--- src/rtl/bw_io_bscan_pkg.sv ---
// -----------------------------------------------------------------------------
// bw_io_bscan_pkg
// Shared definitions for the boundary-scan sequencer: the state encoding
// constants and the FSM state enum built from them.
// -----------------------------------------------------------------------------
package bw_io_bscan_pkg;

  localparam logic [2:0] ENC_IDLE    = 3'd0;
  localparam logic [2:0] ENC_CAPTURE = 3'd1;
  localparam logic [2:0] ENC_SHIFT   = 3'd2;
  localparam logic [2:0] ENC_UPDATE  = 3'd3;
  localparam logic [2:0] ENC_DONE    = 3'd4;

  typedef enum logic [2:0] {
    ST_IDLE    = ENC_IDLE,
    ST_CAPTURE = ENC_CAPTURE,
    ST_SHIFT   = ENC_SHIFT,
    ST_UPDATE  = ENC_UPDATE,
    ST_DONE    = ENC_DONE
  } state_t;

endpackage

--- src/rtl/bw_io_bscan_seq_shreg.sv ---
// -----------------------------------------------------------------------------
// bw_io_bscan_seq_shreg
// CHAIN_LEN-bit load/shift register used by the boundary-scan sequencer.
// Ports:
//   clk   - clock, rising edge
//   rst   - synchronous active-high reset (clears q)
//   load  - parallel load of din (priority over shift)
//   shift - shift right by one, sin enters at the MSB
//   sin   - serial input (chain return data)
//   din   - parallel load data
//   sout  - bit 0 of the register (next bit to drive into the chain)
//   q     - full register contents
// -----------------------------------------------------------------------------
module bw_io_bscan_seq_shreg #(
  parameter int CHAIN_LEN = 8
) (
  input  logic                 clk,
  input  logic                 rst,
  input  logic                 load,
  input  logic                 shift,
  input  logic                 sin,
  input  logic [CHAIN_LEN-1:0] din,
  output logic                 sout,
  output logic [CHAIN_LEN-1:0] q
);

  // NOTE: sequential state uses non-blocking assignments so every flop samples
  // pre-edge values regardless of block ordering.
  always_ff @(posedge clk) begin
    // NOTE: this register is a datapath register rather than a memory array,
    // so it is cheap to reset and a reset keeps rdata deterministic.
    if (rst) begin
      q <= '0;
    end else if (load) begin
      q <= din;
    end else if (shift) begin
      q <= {sin, q[CHAIN_LEN-1:1]};
    end
  end

  assign sout = q[0];

endmodule

--- src/rtl/bw_io_bscan_seq.sv ---
// -----------------------------------------------------------------------------
// bw_io_bscan_seq
// Drives one capture / shift / update sequence on a boundary-scan chain of
// CHAIN_LEN cells. wdata is shifted in LSB first; the bits returning on bsr_so
// are collected so that rdata[0] is the first bit that came out of the chain.
// Start-to-done latency is CHAIN_LEN+3 cycles. All outputs are registered.
//
// Optional feature: define BW_IO_BSCAN_SEQ_ABORT_EN to add an abort input that
// cancels a sequence in CAPTURE or SHIFT (no update_dr, no done, rdata kept).
//
// Ports:
//   clk       - clock, rising edge
//   rst       - synchronous active-high reset
//   start     - request a sequence (sampled only in IDLE)
//   wdata     - vector to shift in, bit 0 first
//   bsr_so    - serial output of the last chain cell
//   abort     - (BW_IO_BSCAN_SEQ_ABORT_EN only) cancel the running sequence
//   shift_dr  - chain shift (1) / capture (0) select
//   clock_dr  - chain clock enable, one pulse per chain advance
//   update_dr - transfer chain contents to the update latches
//   bsr_si    - serial data into the first chain cell
//   busy      - high in CAPTURE, SHIFT and UPDATE
//   done      - one-cycle completion pulse
//   rdata     - captured chain contents, held until the next done
// -----------------------------------------------------------------------------
module bw_io_bscan_seq
  import bw_io_bscan_pkg::*;
#(
  parameter int CHAIN_LEN = 8,
  parameter int CNT_W     = $clog2(CHAIN_LEN + 1)
) (
  input  logic                 clk,
  input  logic                 rst,
  input  logic                 start,
  input  logic [CHAIN_LEN-1:0] wdata,
  input  logic                 bsr_so,
`ifdef BW_IO_BSCAN_SEQ_ABORT_EN
  input  logic                 abort,
`endif
  output logic                 shift_dr,
  output logic                 clock_dr,
  output logic                 update_dr,
  output logic                 bsr_si,
  output logic                 busy,
  output logic                 done,
  output logic [CHAIN_LEN-1:0] rdata
);

  localparam logic [CNT_W-1:0] CNT_LAST = CNT_W'(CHAIN_LEN - 1);

  state_t           state;
  logic [CNT_W-1:0] cnt;

  logic                 abort_req;
  logic                 sr_load;
  logic                 sr_shift;
  logic                 sr_sout;
  logic [CHAIN_LEN-1:0] sr_q;

`ifdef BW_IO_BSCAN_SEQ_ABORT_EN
  assign abort_req = abort;
`else
  assign abort_req = 1'b0;
`endif

  // The register shifts on every SHIFT cycle, sampling bsr_so in step with the
  // chain advancing on the same edge.
  assign sr_load  = (state == ST_IDLE) && start;
  assign sr_shift = (state == ST_SHIFT);

  bw_io_bscan_seq_shreg #(
    .CHAIN_LEN (CHAIN_LEN)
  ) u_shreg (
    .clk   (clk),
    .rst   (rst),
    .load  (sr_load),
    .shift (sr_shift),
    .sin   (bsr_so),
    .din   (wdata),
    .sout  (sr_sout),
    .q     (sr_q)
  );

  // Outputs are computed for the state being entered, so they are valid for
  // the whole cycle spent in that state.
  always_ff @(posedge clk) begin
    if (rst) begin
      state     <= ST_IDLE;
      cnt       <= '0;
      shift_dr  <= 1'b0;
      clock_dr  <= 1'b0;
      update_dr <= 1'b0;
      bsr_si    <= 1'b0;
      busy      <= 1'b0;
      done      <= 1'b0;
      rdata     <= '0;
    end else begin
      // NOTE: every control output gets a default here, so each state only
      // names the signals it raises and nothing holds a stale value.
      shift_dr  <= 1'b0;
      clock_dr  <= 1'b0;
      update_dr <= 1'b0;
      bsr_si    <= 1'b0;
      busy      <= 1'b0;
      done      <= 1'b0;

      case (state)
        ST_IDLE: begin
          if (start) begin
            state    <= ST_CAPTURE;
            cnt      <= '0;
            clock_dr <= 1'b1;
            busy     <= 1'b1;
          end
        end

        ST_CAPTURE: begin
          if (abort_req) begin
            state <= ST_IDLE;
          end else begin
            state    <= ST_SHIFT;
            cnt      <= '0;
            clock_dr <= 1'b1;
            shift_dr <= 1'b1;
            busy     <= 1'b1;
            bsr_si   <= sr_sout;
          end
        end

        ST_SHIFT: begin
          if (abort_req) begin
            state <= ST_IDLE;
          end else begin
            // Counter never exceeds CHAIN_LEN, which CNT_W always holds.
            cnt  <= cnt + CNT_W'(1);
            busy <= 1'b1;
            if (cnt == CNT_LAST) begin
              state     <= ST_UPDATE;
              update_dr <= 1'b1;
            end else begin
              clock_dr <= 1'b1;
              shift_dr <= 1'b1;
              // The register shifts on this edge, so bit 1 becomes bit 0.
              bsr_si   <= sr_q[1];
            end
          end
        end

        ST_UPDATE: begin
          state <= ST_DONE;
          done  <= 1'b1;
          rdata <= sr_q;
        end

        ST_DONE: begin
          state <= ST_IDLE;
        end

        default: begin
          state <= ST_IDLE;
        end
      endcase
    end
  end

endmodule
--- config.mk ---
export PLATFORM = sky130hd
export DESIGN_NAME = bw_io_bscan_seq
export DESIGN_NICKNAME = d
export VERILOG_FILES = /design/src/rtl/bw_io_bscan_pkg.sv /design/src/rtl/bw_io_bscan_seq_shreg.sv /design/src/rtl/bw_io_bscan_seq.sv
export SDC_FILE = /design/constraint.sdc
export NUM_CORES = 1
export LEC_CHECK = 0
export ABC_AREA = 0
export BUFFER_PORTS_ARGS = -buffer_cell sky130_fd_sc_hd__buf_2
export CAP_MARGIN = 20
export CORE_ASPECT_RATIO = 0.9
export CORE_UTILIZATION = 56
export DETAILED_ROUTE_END_ITERATION = 8
export PLACE_DENSITY_LB_ADDON = 0.12
export SYNTH_ARGS = -nofsm -noshare
export SYNTH_HDL_FRONTEND = slang
export SYNTH_SLANG_ARGS = --single-unit
--- constraint.sdc ---
create_clock -name clk -period 3.2 [get_ports clk]
set_input_delay 0.32 -clock clk [delete_from_list [all_inputs] [get_ports clk]]
set_output_delay 0.32 -clock clk [all_outputs]
set_load 0.01 [all_outputs]
Word level (Yosys, flattened, before mapping)
Index checks and enable logic that the tools add are counted.

Register bits after elaboration: 29. Bits of input ports: 12. Output and inout port bits: 14. Logic and storage cells: 42.

$add $sub $neg: 1. Reduce and logical (&&, ||, !) cells: 8. Multiplexer cells: 16. Bitwise gates (word level): 1. Equal/unequal tests: 6.

Operators with widths (number): two-way mux 8 bit (2); one-hot mux 3 bit (4 select lines) (1); one-hot mux 4 bit (3 select lines) (1); equality test 3 x 2 -> 1 bit (second input constant) (2); two-way mux 3 bit (2); one-hot mux 1 bit (2 select lines) (3); two-way mux 1 bit (5); adder 4 x 1 -> 4 bit (second input constant) (1); equality test 4 x 3 -> 1 bit (second input constant) (1); two-way mux 4 bit (1); AND reduction 2 bit (2); OR reduction 2 bit (2); equality test 3 x 1 -> 1 bit (second input constant) (1); logical NOT 3 bit (1); one-hot mux 1 bit (3 select lines) (1); nonzero test 3 bit (1); != test 2 x 1 -> 1 bit (second input constant) (1); != test 2 bit (second input constant) (1); nonzero test 2 bit (1); logical AND 1 bit (1); NOT 1 bit (1).

Depth between registers and ports, before layout
Depth after elaboration: 3. Depth in mapped cells: 5.

Modules after synthesis
From an unflattened synthesis, not the netlist that was laid out.

Cells, all modules: 115. Area total of the unflattened synthesis: 1197.4 um^2.

Modules (own cells, without submodules): bw_io_bscan_seq (area each 820.8 um^2, times used 1, sequential area each 420.4 um^2, cells an instance 79); bw_io_bscan_seq_shreg (area each 376.6 um^2, times used 1, sequential area each 160.2 um^2, cells an instance 36).

Worst setup path before layout
No wires, ideal clock.

Kind: flip-flop to flip-flop. Start point: reg state[2]. End point: reg u_shreg.q[3]. Cell stages (with the launch flop): 5. Path slack: 1.806 ns. Path buffers: 1. Arrival time: 1.255 ns. Data required time: 3.061 ns. Cells stage by stage: dfxtp_1 > or4b_1 > buf_2 > nor2_1 > a211oi_2.

Word-level cells in the longest chain between the ends: 3. Elaborated cells on any way between the ends: 5. Classes of those cells: eq/ne (1); mux (1); reduce/logical (3).

RTL lines: from (decl) (line bw_io_bscan_seq.sv:51) `state_t state;`; from (signal assigned) (line bw_io_bscan_seq.sv:88) `state <= ST_IDLE;`; from (signal assigned) (line bw_io_bscan_seq.sv:110) `state <= ST_CAPTURE;`; from (signal assigned) (line bw_io_bscan_seq.sv:119) `state <= ST_IDLE;`; logical NOT 3 bit (line bw_io_bscan_seq.sv:68) `assign sr_load = (state == ST_IDLE) && start;`; logical AND 1 bit (line bw_io_bscan_seq.sv:68); two-way mux 8 bit / nonzero test 2 bit (equally long branches); to (signal assigned) (line bw_io_bscan_seq_shreg.sv:35) `q <= din;`; to (signal assigned) (line bw_io_bscan_seq_shreg.sv:37) `q <= {sin, q[CHAIN_LEN-1:1]};`; to (decl) (line bw_io_bscan_seq_shreg.sv:24) `output logic [CHAIN_LEN-1:0] q`.

Several ways; a longest one is shown, not always the timed one. A chain may end at the register's enable or synchronous reset.

Worst setup path in the final report
Start point: reg state[1]. End point: reg cnt[3].

Word-level cells in the longest chain between the ends: 3. Elaborated cells on any way between the ends: 7. Classes of those cells: eq/ne (3); mux (1); reduce/logical (3).

RTL lines: equality test 3 x 2 -> 1 bit, or another cell as far along (line bw_io_bscan_seq.sv:107) `case (state)`; nonzero test 3 bit (no line) / != test 2 bit (equally long branches); AND reduction 2 bit (no line); to (signal assigned) (line bw_io_bscan_seq.sv:135) `cnt <= cnt + CNT_W'(1);`; to (decl) (line bw_io_bscan_seq.sv:52) `logic [CNT_W-1:0] cnt;`.

Several ways; a longest one is shown, not always the timed one.

==> key figures <==
Drt
  – 1st-iter DRT viols: 11
  – DR vias: 930
  – ANT nets after route: 0
  – Vias per std cell: 5.57
  – DRC: 0
  – Routed len/inst: 13.5 um
  – 1st-pass router iterations: 4
  – Final wirelength: 2260 um

Critical path
  – Critical path fanouts, max: 16
  – R2r setup slk: 1.36 ns
  – Crit end category: register
  – Reg2reg start: state[1]
  – Data required, critical path: 3.43 ns
  – Startpoint Class: register
  – Worst reg-to-reg path cell count: 3
  – CP Data Arrival Time: 2.06 ns
  – Worst r2r dst: cnt[3]
  – CP Class: reg -> reg

Global routing
  – GRT Residual Overflow: 0
  – Vias in the first global route: 802
  – Global-route usage over all layers: 0.224
  – Antenna violations before repair: 0
  – Largest net degree at the start of global routing: 29
  – First-pass GRT wire length: 3610 um

Power and ir drop
  – Sw Ratio: 0.278
  – NetSw: 214 uW
  – Peak VDD IR: 422 uV
  – Combinational share of power: 0.171
  – Leak: 0.000608 uW
  – PwrDens: 560 nW/um2
  – Clock network power share: 0.280
  – Sequential power share: 0.549
  – Pint: 558 uW

STA
  – Tightest Pin Transition: 0.723 ns
  – Max-slew headroom: 0.517
  – Minimum clock period: 1.84 ns
  – Layout Skew: 0.00668 ns
  – Setup_tns: 0 ns
  – Final setup margin: 1.36 ns
  – RSZ-0062 raised after global routing: false
  – Endpoints failing setup: 0
  – Min Hold Slack: 0.311 ns
  – Pins Over Slew Limit: 0
  – Final hold violation count: 0
  – F_max: 545 MHz
  – Period utilization: 0.574

Floorplan
  – Die Area: 2350 um2
  – Die extent in x: 51.0 um
  – Site row count: 15
  – I/O pin cnt: 26
  – DIE HEIGHT: 46.1 um
  – Core Area: 1970 um2
  – Initial Utilization: 0.615

Layout
  – Commonest non-fill, non-tap cell in the layout: dfxtp_1
  – Design area: 1380 um2
  – Ant. Diodes: 0
  – Fraction of layout cells with a size suffix above 1: 0.268
  – Fin util: 0.699
  – Nets: 155
  – Area growth syn-to-layout: 13.7%
  – Commonest non-fill, non-tap cells in the layout: dfxtp_1 (29), buf_2 (25), nor2_1 (19)

Synthesis
  – Post-Syn Area per Cell: 10.2 um2
  – Largest area contributor in the netlist: dfxtp_1
  – Post-Syn Area: 1210 um2
  – Ys flop type: dfxtp_1
  – Yosys top cell area share: 0.479
  – Area contributors post-synth: dfxtp_1 (48%), mux2i_1 (12%), a211oi_2 (6.2%), nor2_1 (5.9%), a21oi_1 (2.5%)
  – Yosys cell types: 33
  – Synth async-reset ratio: 0
  – Yosys reg bits: 29
  – YS warnings: 0
  – Seq/Total Area, Yosys: 0.479
  – Gate Count Post-Synth: 119
  – EDFF count, synth: 0
  – Syn nets: 132

Worst hold path
  – Worst Hold Launch: wdata[5]
  – Hold EP: u_shreg.q[5]
  – Hold Path Stages: 3
  – Min-Delay Path Class: in -> reg

CTS
  – TritonCTS clock tree: yes
  – Post-CTS repair timing setup buffer count: 0
  – CTS Hold Buffers Added: 0
  – CTS Sinks: 29
  – Root Buffer: clkbuf_4
  – H-tree levels: 2
  – Clock transition at the registers of the reported paths: 0.08 ns
  – Clock Latency Late Sink: 0.31 ns
  – CTS Buffer Depth: 2
  – Num CTS Buffers: 5
  – Post-CTS sizing: 0

Placement
  – Dpl cell area: 1320 um2
  – Port buffer count: 25
  – Hpwl dp: 1530 um
  – Pre-CTS setup slack: 1.35 ns
  – Final Wtd Congestion: 0.775

Job
  – Max_cap viols: 0

Status
  – Outcome: finished clean
stage by stage:
step | std cells | power (uW)
floorplan | 119 | 537
global placement | 160 | 560
detailed placement | 160 | 565
CTS | 167 | 780
global route | 167 | 813
finish | 167 | 772
cells by family (layout without fill, tap and decap cells):
logic type	after synthesis	in the layout	share of synthesized area
buffers and inverters	9	32	0.0372
AO/OA/AOI/OAI	26	26	0.177
adder cells (fa/ha/maj)	1	1	0.0103
flip-flops	29	29	0.479
AND/OR/NAND/NOR	39	39	0.174
multiplexers	14	14	0.116
XOR/XNOR	1	1	0.00723
cells in the mapped netlist, types with 2 or more instances:
cell type	instances
a211o_1	2
buf_2	3
a211oi_1	2
mux2i_1	14
a211oi_2	6
a311oi_1	2
clkbuf_1	4
nand3b_1	4
nor3_1	2
a21oi_1	6
nor2_1	19
nand2_1	5
dfxtp_1	29
o31ai_1	2
area by class of cell:
type                            count  area (um2)
Clock buffer                        7        55.1
Fill cell                         166         593
Multi-Input combinational cell     81         586
Sequential cell                    29         581
Tap cell                           25        31.3
Timing Repair Buffer               25         125
layer usage:
layer  vias up  wire length [um]  GRT usage
li1        480                 -          -
met1       429              1050      0.261
met2        17              1090      0.353
met3         4                76     0.0693
met4         0                50      0.167
met5         -                 0          0
how the worst max path moves through the flow:
stage | startpoint | end | slack [ns]
3_5_place_dp | state[1] | cnt[3] | 1.35
2_1_floorplan | state[2] | u_shreg.q[3] | 1.81
3_3_place_gp | state[1] | cnt[3] | 1.46
4_1_cts | state[1] | cnt[3] | 1.35
6_report | state[1] | cnt[3] | 1.36
5_1_grt | state[1] | cnt[3] | 1.22
critical path, cell delays in order, from the launching register on:
cell and delay [ns]:
dfxtp_1 0.57, nor3b_4 0.70, a41oi_1 0.21, a311oi_1 0.27
state kept, by name (all words and copies together) (netlist names):
name       flops
rdata          8
u_shreg.q      8
cnt            4
state          3
bsr_si         1
busy           1
clock_dr       1
done           1
shift_dr       1
update_dr      1
power by group through the flow:
stage	Clock [uW]	Sequential, uW	Combinational (uW)
floorplan	0	421	116
global placement	0	430	130
detailed placement	0	433	133
CTS	223	424	133
global route	238	430	146
finish	216	424	132
Power figures use the tool's default switching activity.
